==> src/rtl/booth_mac_sequencer.sv <==
// booth_mac_sequencer: operand sequencer and signed accumulator around a fixed-latency 4-bit Booth multiplier.
// Optional macro BOOTH_MAC_SAT_EN selects a saturating accumulator instead of a wrapping one.  Rev 1.0
`default_nettype none

module booth_mac_sequencer #(
    parameter int MUL_LAT = 6,
    parameter int ACC_W   = 12
) (
    input  logic             clk,
    input  logic             rst_n,
    input  logic             in_valid,
    output logic             in_ready,
    input  logic [3:0]       in_a,
    input  logic [3:0]       in_b,
    input  logic             acc_clr,
    output logic             mul_start,
    output logic [3:0]       mul_a,
    output logic [3:0]       mul_b,
    input  logic [7:0]       mul_p,
    output logic [ACC_W-1:0] acc,
    output logic             acc_valid,
    output logic             busy,
    output logic             ovf
);

    localparam logic [3:0] CNT_LOAD  = 4'(MUL_LAT - 1);
    localparam bit         SKIP_WAIT = (MUL_LAT == 1);

    typedef enum logic [1:0] {
        IDLE  = 2'd0,
        ISSUE = 2'd1,
        WAIT  = 2'd2,
        ACC   = 2'd3
    } state_t;

    state_t state;
    state_t state_next;
    logic [3:0] cnt;

    always_ff @(posedge clk) begin
        if (!rst_n) begin
            state <= IDLE;
        end else begin
            state <= state_next;
        end
    end

    always_comb begin
        state_next = state;
        in_ready   = 1'b0;
        busy       = 1'b1;
        mul_start  = 1'b0;
        case (state)
            IDLE: begin
                in_ready = 1'b1;
                busy     = 1'b0;
                if (in_valid) begin
                    state_next = ISSUE;
                end
            end
            ISSUE: begin
                mul_start  = 1'b1;
                state_next = SKIP_WAIT ? ACC : WAIT;
            end
            WAIT: begin
                // Leave on the edge where the decremented count reaches zero,
                // so ACC coincides with the product becoming valid.
                if (cnt <= 4'd1) begin
                    state_next = ACC;
                end
            end
            ACC: begin
                state_next = IDLE;
            end
            default: begin
                state_next = IDLE;
            end
        endcase
    end

    logic [ACC_W-1:0] p_ext;
    logic [ACC_W-1:0] sum;
    logic [ACC_W-1:0] acc_add;
    logic             pos_ovf;
    logic             neg_ovf;

    assign p_ext   = ACC_W'(signed'(mul_p));
    assign sum     = acc + p_ext;
    assign pos_ovf = !acc[ACC_W-1] && !p_ext[ACC_W-1] &&  sum[ACC_W-1];
    assign neg_ovf =  acc[ACC_W-1] &&  p_ext[ACC_W-1] && !sum[ACC_W-1];

`ifdef BOOTH_MAC_SAT_EN
    localparam logic [ACC_W-1:0] ACC_MAX = {1'b0, {(ACC_W-1){1'b1}}};
    localparam logic [ACC_W-1:0] ACC_MIN = {1'b1, {(ACC_W-1){1'b0}}};

    always_comb begin
        acc_add = sum;
        if (pos_ovf) begin
            acc_add = ACC_MAX;
        end else if (neg_ovf) begin
            acc_add = ACC_MIN;
        end
    end
`else
    assign acc_add = sum;
`endif

    always_ff @(posedge clk) begin
        if (!rst_n) begin
            mul_a     <= 4'd0;
            mul_b     <= 4'd0;
            cnt       <= 4'd0;
            acc       <= '0;
            ovf       <= 1'b0;
            acc_valid <= 1'b0;
        end else begin
            acc_valid <= (state == ACC);

            if (state == IDLE && in_valid) begin
                mul_a <= in_a;
                mul_b <= in_b;
            end

            if (state == ISSUE) begin
                cnt <= CNT_LOAD;
            end else if (state == WAIT && cnt != 4'd0) begin
                cnt <= cnt - 4'd1;
            end

            // A clear in the ACC cycle still keeps the product that arrives with it.
            if (acc_clr) begin
                acc <= (state == ACC) ? p_ext : '0;
                ovf <= 1'b0;
            end else if (state == ACC) begin
                acc <= acc_add;
                if (pos_ovf || neg_ovf) begin
                    ovf <= 1'b1;
                end
            end
        end
    end

endmodule

`default_nettype wire

==> config.mk <==
export PLATFORM = sky130hd
export DESIGN_NAME = booth_mac_sequencer
export DESIGN_NICKNAME = d
export VERILOG_FILES = /design/src/rtl/booth_mac_sequencer.sv
export SDC_FILE = /design/constraint.sdc
export NUM_CORES = 1
export LEC_CHECK = 0
export CAP_MARGIN = 20
export CORE_MARGIN = 8
export CORE_UTILIZATION = 40
export CTS_CLUSTER_DIAMETER = 50
export DETAILED_ROUTE_END_ITERATION = 6
export PLACE_DENSITY = 0.66
export SYNTH_ARGS = -nofsm -noshare
export SYNTH_HDL_FRONTEND = slang
export SYNTH_SLANG_ARGS = --single-unit
==> constraint.sdc <==
create_clock -name clk -period 4.9 [get_ports clk]
set_input_delay 0.735 -clock clk [delete_from_list [all_inputs] [get_ports clk]]
set_output_delay 0.735 -clock clk [all_outputs]
set_load 0.02 [all_outputs]
==> metrics.yaml, run 1 <==
status: "complete, no violations"
r2r-end: "acc[10]$_SDFFE_PN0P_"
crit_chain: "clkdlybuf4s50_1, inv_1, ha_1, or2b_2, a211oi_1, nand3_2, nand4_2, nor2_1, a221o_1"
clockRootBuffer: "clkbuf_8"
critPathMaxFanout: 8
synth_flop_cell: "dfxtp_1"
maxCapViolations: 0
die_area_sq_mm: 0.007390
dp.cells: 337
ctsHtreeMaxLevel: 1
clockBufferDepth: 2
drt_iter0_markers: 109
finalCritPeriodShare_pct: 55.39
io_buffers: 44
synthAdderAreaFrac_pct: 13.80
hold_violations: 0
grt_overflow: 0
clock_sinks: 28
synth_cells: 236
path_buf_inv: 2
register_area_sq_um: 560.5
hpwl_um: 3451
synth_commonest_cells: "dfxtp_1 (28), nand2_1 (25), ha_1 (20)"
met2_usage_pct: 21.34
tightestPinTransition_ns: 0.9511
ys_async_sr_fraction_pct: 0
use_met3_pct: 3.725
drc: 0
finalPower_mw: 0.8008
setup_slack_ns: 2.186
final_layout_size_suffix_gt1_share_pct: 5.861
pre_cts_ws_ns: 1.882
final_util_pct: 52.11
fmax_mhz: 368.4
synth_compound_area_share_pct: 22.62
setup_tns_ns: 0
insertion_delay_ns: 0.27
hp-start: "mul_a[1]$_SDFFE_PN0P_"
num_rows: 25
synth_top_family_by_area: "simple AND/OR/NAND/NOR gates"
layout_min_cycle_time_ns: 2.714
yosys.area_share.simple_pct: 22.75
synth_most_common_cell: "dfxtp_1"
syn_nets: 277
setup_violations: 0
synthXorXnorAreaFrac_pct: 3.131
crit_family: "buffers and inverters"
cts_tree: "yes"
fillers: 462
antenna_found_initial: 0
drtPass1Iterations: 5
worstPathRequired_ns: 5.07
hold_ws_ns: 0.4645
clock-skew-final_ns: 0.001936
crit_type: "input pin to flip-flop"
timing.rr.start: "acc[0]$_SDFFE_PN0P_"
netlist.top_cell.by_area: "dfxtp_1"
synth.avg_cell_area_sq_um: 8.297
cts_resized: 0
yosysSeqAreaShare_pct: 28.63
hold_buffers: 0
start_kind: "input pin"
ys_top_cells_by_area: "dfxtp_1 (29%), ha_1 (13%), nand2_1 (4.8%)"
worst_hold_path.endpoint: "mul_a[1]$_SDFFE_PN0P_"
multi_input_area_sq_mm: 0.001271
postCtsSetupRepairBufs: 0
yosysWarnings: 0
die_x_um: 85.97
ant_nets: 0
critPathMaxStageDelay_ns: 0.64
dpl_cell_area_sq_mm: 0.002420
arrival_ns: 2.89
yosysTopAreaCellShare_pct: 28.63
fp.coreArea_sq_mm: 0.004723
areaGrowthSynthToFinish_pct: 25.69
synthDistinctLibCells: 52
critPathCaptureType: "flip-flop"
grt_max_degree: 29
ys_ff_latch: 28
synth_edf_count: 0
stdcell_count: 340
power.leakage_nw: 0.9745
grt_pass1_wl_um: 7955
wl_per_cell_um: 13.88
gp_congestion: 0.8496
fin_area_sq_mm: 0.002461
vias: 1777
hold_path.class: "flip-flop to flip-flop"
slew_viol_final: 0
ios: 45
synthMuxAreaShare_pct: 2.620
wirelength_um: 4719
holdPathStages: 2
use_met1_pct: 16.28
die_h_um: 85.97
syn-cell-area_sq_mm: 0.001958
r2r_setup_slack_ns: 2.77
rsz0062_at_grt: "no"
diodes: 0
grt_pass1_vias: 1698
reg2reg_depth: 9
clk_pin_slew_ns: 0.10
grt.busiest_layer: "met2"
post_drt_via_cell_ratio: 5.226
ir_drop_mv: 0.2877
fin_nets: 316
max-slew-margin-rel_pct: 36.36
track_usage_pct: 13.07
slowest_stage: "clkdlybuf4s50_1"
cts-buffers-inserted: 3
p_per_area_mw_per_mm2: 325.4
start_util_pct: 41.46
[sequential cells by signal (all words and copies together), names as in the netlist]
register / count
acc: 12
acc_valid: 1
cnt: 4
mul_a: 4
mul_b: 4
ovf: 1
state: 2
[how the worst max path moves through the flow]
stage	to	slack, ns	start	cells past startpoint
3_5_place_dp	ovf$_SDFFE_PP0P_	1.88	mul_p[7]	9
5_1_grt	acc[10]$_SDFFE_PN0P_	2.06	mul_p[0]	10
2_1_floorplan	acc[10]$_SDFFE_PN0P_	2.56	mul_p[0]	9
3_3_place_gp	ovf$_SDFFE_PP0P_	1.94	mul_p[7]	9
6_report	ovf$_SDFFE_PP0P_	2.19	mul_p[7]	9
4_1_cts	ovf$_SDFFE_PP0P_	2.18	mul_p[7]	9
[worst min-delay path, cell delays in order, from the launching register on]
cell	delay, ns
dfxtp_1	0.32
nand2_1	0.04
a21boi_0	0.06
[power breakdown]
group / switching [mW] / total, mW / internal (mW) / leakage [nW]
Clock: 0.0745 / 0.130 / 0.0553 / 0.0216
Sequential: 0.0273 / 0.291 / 0.264 / 0.228
Combinational: 0.211 / 0.380 / 0.169 / 0.725
[logic make-up after synthesis]
family	after synthesis
AOI/OAI and AO/OA	65
DFF	28
and+or+nand+nor	85
adders and majority gates	21
muxes	5
xor gates and xnor gates	7
buffers and inverters	25
[placed cells by master, fill, tap and decap left out, types with 10 or more instances in the layout]
cell type / synthesis / final
a21oi_1: 10 / 10
ha_1: 20 / 20
nand2_1: 25 / 25
clkdlybuf4s50_1: 0 / 44
o21ai_0: 12 / 12
nor2_1: 12 / 12
dfxtp_1: 28 / 28
nand3_1: 14 / 14
inv_1: 13 / 13
[layer usage]
| metal | vias to the layer above | wire (um) |
|---|---|---|
| li1 | 916 | - |
| met1 | 809 | 2178 |
| met2 | 50 | 2182 |
| met3 | 2 | 329 |
| met4 | 0 | 28 |
| met5 | - | 0 |
[final cells by class]
class	count	share of cell area (%)
tap	67	3.406
inverter	13	1.983
sequential	28	22.78
multi-input combinational	183	51.65
timing repair buffer	46	18.51
clock buffer	3	1.678
Note: power is estimated with default switching activity, not from simulation.
==> run 2, diff against run 1 <==
==> constraint.sdc (replaced) <==
create_clock -name clk -period 2.5 [get_ports clk]
set_input_delay 0.375 -clock clk [delete_from_list [all_inputs] [get_ports clk]]
set_output_delay 0.375 -clock clk [all_outputs]
set_load 0.02 [all_outputs]
==> metrics.yaml, run 2 (synthesis results as in run 1) <==
slew_viol_final: 0  # unchanged
die_h_um: 85.97  # unchanged
areaGrowthSynthToFinish_pct: 34.06  # was 25.69%
rsz0062_at_grt: "no"  # unchanged
io_buffers: 44  # unchanged
clockPowerShare_pct: 17.7  # was 16.2%
p_int_mw: 1.011  # was 0.4878 mW
pre_cts_ws_ns: -0.1318  # was 1.882 ns
arrival_ns: 2.46  # was 2.89 ns
reg2reg_depth: 9  # unchanged
critPathCaptureType: "flip-flop"  # unchanged
num_rows: 25  # unchanged
max-slew-margin-rel_pct: 61.01  # was 36.36%
insertion_delay_ns: 0.27  # about the same
seq_power_share_pct: 35.1  # was 36.3%
critPathMaxStageDelay_ns: 0.48  # was 0.64 ns
diodes: 0  # unchanged
grt_pass1_wl_um: 8445  # was 7955 um
die_area_sq_mm: 0.007390  # unchanged
holdPathStages: 2  # unchanged
crit_type: "input pin to flip-flop"  # unchanged
p_switching_mw: 0.6164  # was 0.3130 mW
finalPower_mw: 1.627  # was 0.8008 mW
drt_iter0_markers: 95  # was 109
ir_drop_mv: 0.5484  # was 0.2877 mV
tightestPinTransition_ns: 0.5849  # was 0.9511 ns
clock_sinks: 28  # unchanged
setup_slack_ns: 0.2421  # was 2.186 ns
finalCritPeriodShare_pct: 90.31
mostFrequentLayoutCells: "clkdlybuf4s50_1 (44), dfxtp_1 (28), nand2_1 (25)"  # unchanged
hpwl_um: 3761  # was 3451 um
hp-start: "mul_a[1]$_SDFFE_PN0P_"  # unchanged
power.leakage_nw: 1.071  # was 0.9745 nW
cts_resized: 0  # unchanged
final_layout_size_suffix_gt1_share_pct: 13.01  # was 5.861%
hold_path.class: "flip-flop to flip-flop"  # unchanged
track_usage_pct: 13.77  # was 13.07%
crit_chain: "clkdlybuf4s50_1, ha_1, inv_1, fa_1, nor2b_2, o2111ai_2, a31oi_2, o32ai_1, xor2_1, o211ai_1"  # was clkdlybuf4s50_1, inv_1, ha_1, or2b_2, a211oi_1, nand3_2, nand4_2, nor2_1, a221o_1
dp.cells: 355  # was 337
post_drt_via_cell_ratio: 5.095  # was 5.226
drtPass1Iterations: 4  # was 5
postCtsSetupRepairBufs: 0  # unchanged
fin_nets: 334  # was 316
grt_pass1_vias: 1856  # was 1698
clk_pin_slew_ns: 0.10  # about the same
gp_congestion: 0.8533  # was 0.8496
fmax_mhz: 442.9
start_kind: "input pin"  # unchanged
cts-buffers-inserted: 3  # unchanged
grt_overflow: 0  # unchanged
maxCapViolations: 0  # unchanged
wl_per_cell_um: 13.57  # was 13.88 um
stdcell_count: 359  # was 340
clock-skew-final_ns: 0.001996  # was 0.001936 ns
status: "complete, no violations"  # unchanged
hold_buffers: 0  # unchanged
grt_max_degree: 28  # was 29
pwr-share-comb_pct: 47.3  # was 47.5%
ctsHtreeMaxLevel: 1  # unchanged
path_buf_inv: 2  # unchanged
crit_family: "compound AO/OA/AOI/OAI gates"  # was buffers and inverters
setup_violations: 0  # unchanged
die_x_um: 85.97  # unchanged
clockRootBuffer: "clkbuf_8"  # unchanged
critPathMaxFanout: 3  # was 8
regMostFlops: "acc"  # unchanged
worst_hold_path.endpoint: "mul_a[1]$_SDFFE_PN0P_"  # unchanged
p_per_area_mw_per_mm2: 619.9  # was 325.4 mW/mm^2
ios: 45  # unchanged
ant_nets: 0  # unchanged
fp.coreArea_sq_mm: 0.004723  # unchanged
worstPathRequired_ns: 2.70  # was 5.07 ns
hold_violations: 0  # unchanged
final_common_cell: "clkdlybuf4s50_1"  # unchanged
clockBufferDepth: 2  # unchanged
antenna_found_initial: 0  # unchanged
cts_tree: "yes"  # unchanged
vias: 1829  # was 1777
start_util_pct: 41.46  # unchanged
r2r-end: "acc[10]$_SDFFE_PN0P_"  # unchanged
slowest_stage: "clkdlybuf4s50_1"  # unchanged
timing.rr.start: "acc[0]$_SDFFE_PN0P_"  # unchanged
layout_min_cycle_time_ns: 2.258
largest_register_ffs: 12  # unchanged
wirelength_um: 4870  # was 4719 um
r2r_setup_slack_ns: 0.44  # was 2.77 ns
drc: 0  # unchanged
power.share.switching_pct: 37.88  # was 39.08%
## run 2: cell types whose count changed in the layout (fill, tap and decap cells not counted)
cell       before  now
buf_4           2   20
o2111ai_1       2    1
nor2b_2         0    1
a31oi_1         5    4
a31oi_2         0    1
o2111ai_2       0    1
clkbuf_8        3    4
nor2b_1         8    7
## run 2: area by class of cell
cell class / count / area [sq um]
multi-input combinational: 183 / 1286
timing repair buffer: 64 / 590.6
fill: 452 / 2098
tap: 67 / 83.83
sequential: 28 / 560.5
clock buffer: 4 / 55.05
inverter: 13 / 48.80
## run 2: worst max-delay path by stage
| stage | start | to | slack [ns] | cells past startpoint |
|---|---|---|---|---|
| 2_1_floorplan | acc[0]$_SDFFE_PN0P_ | acc[10]$_SDFFE_PN0P_ | 0.40 | 9 |
| 3_3_place_gp | mul_p[0] | acc[10]$_SDFFE_PN0P_ | -0.06 | 10 |
| 3_5_place_dp | mul_p[0] | acc[10]$_SDFFE_PN0P_ | -0.13 | 10 |
| 4_1_cts | mul_p[0] | acc[10]$_SDFFE_PN0P_ | 0.16 | 10 |
| 5_1_grt | mul_p[0] | acc[10]$_SDFFE_PN0P_ | 0.03 | 10 |
| 6_report | mul_p[0] | acc[10]$_SDFFE_PN0P_ | 0.24 | 10 |
## run 2: power by group through the flow
stage / Sequential, mW / Clock [mW] / Combinational [mW]
after floorplan: 0.614 / 0 / 0.464
after global placement: 0.580 / 0 / 0.775
after detailed placement: 0.581 / 0 / 0.771
after CTS: 0.571 / 0.306 / 0.778
after global routing: 0.581 / 0.313 / 0.867
final: 0.571 / 0.287 / 0.769
## run 2: worst reg2reg max path, cell delays in order, from the launching register on
cell and delay (ns):
dfxtp_1 0.37, ha_1 0.18, inv_1 0.06, fa_1 0.41
nor2b_2 0.16, o2111ai_2 0.15, a31oi_2 0.19, o32ai_1 0.11
xor2_1 0.16, o211ai_1 0.20
## run 2: layer usage
layer | track usage [%] | part of all wire (%) | wire length (um)
met5 | 0 | 0 | 0
met3 | 4.107 | 7.4 | 359
met2 | 23.09 | 48 | 2318
met4 | 3.662 | 0.43 | 21
met1 | 16.52 | 45 | 2171
## run 2: stage by stage
step	utilization (%)	hold slack, ns	TNS, ns	instance area (sq um)
final	55.58	0.4652	0	2625
after CTS	55.26	0.4709	0	2610
after global placement	54.09	0.4502	-0.1108	2555
after global routing	55.58	0.4956	0	2625
after detailed placement	54.09	0.4559	-0.2773	2555
after floorplan	-	0.4774	0	1958
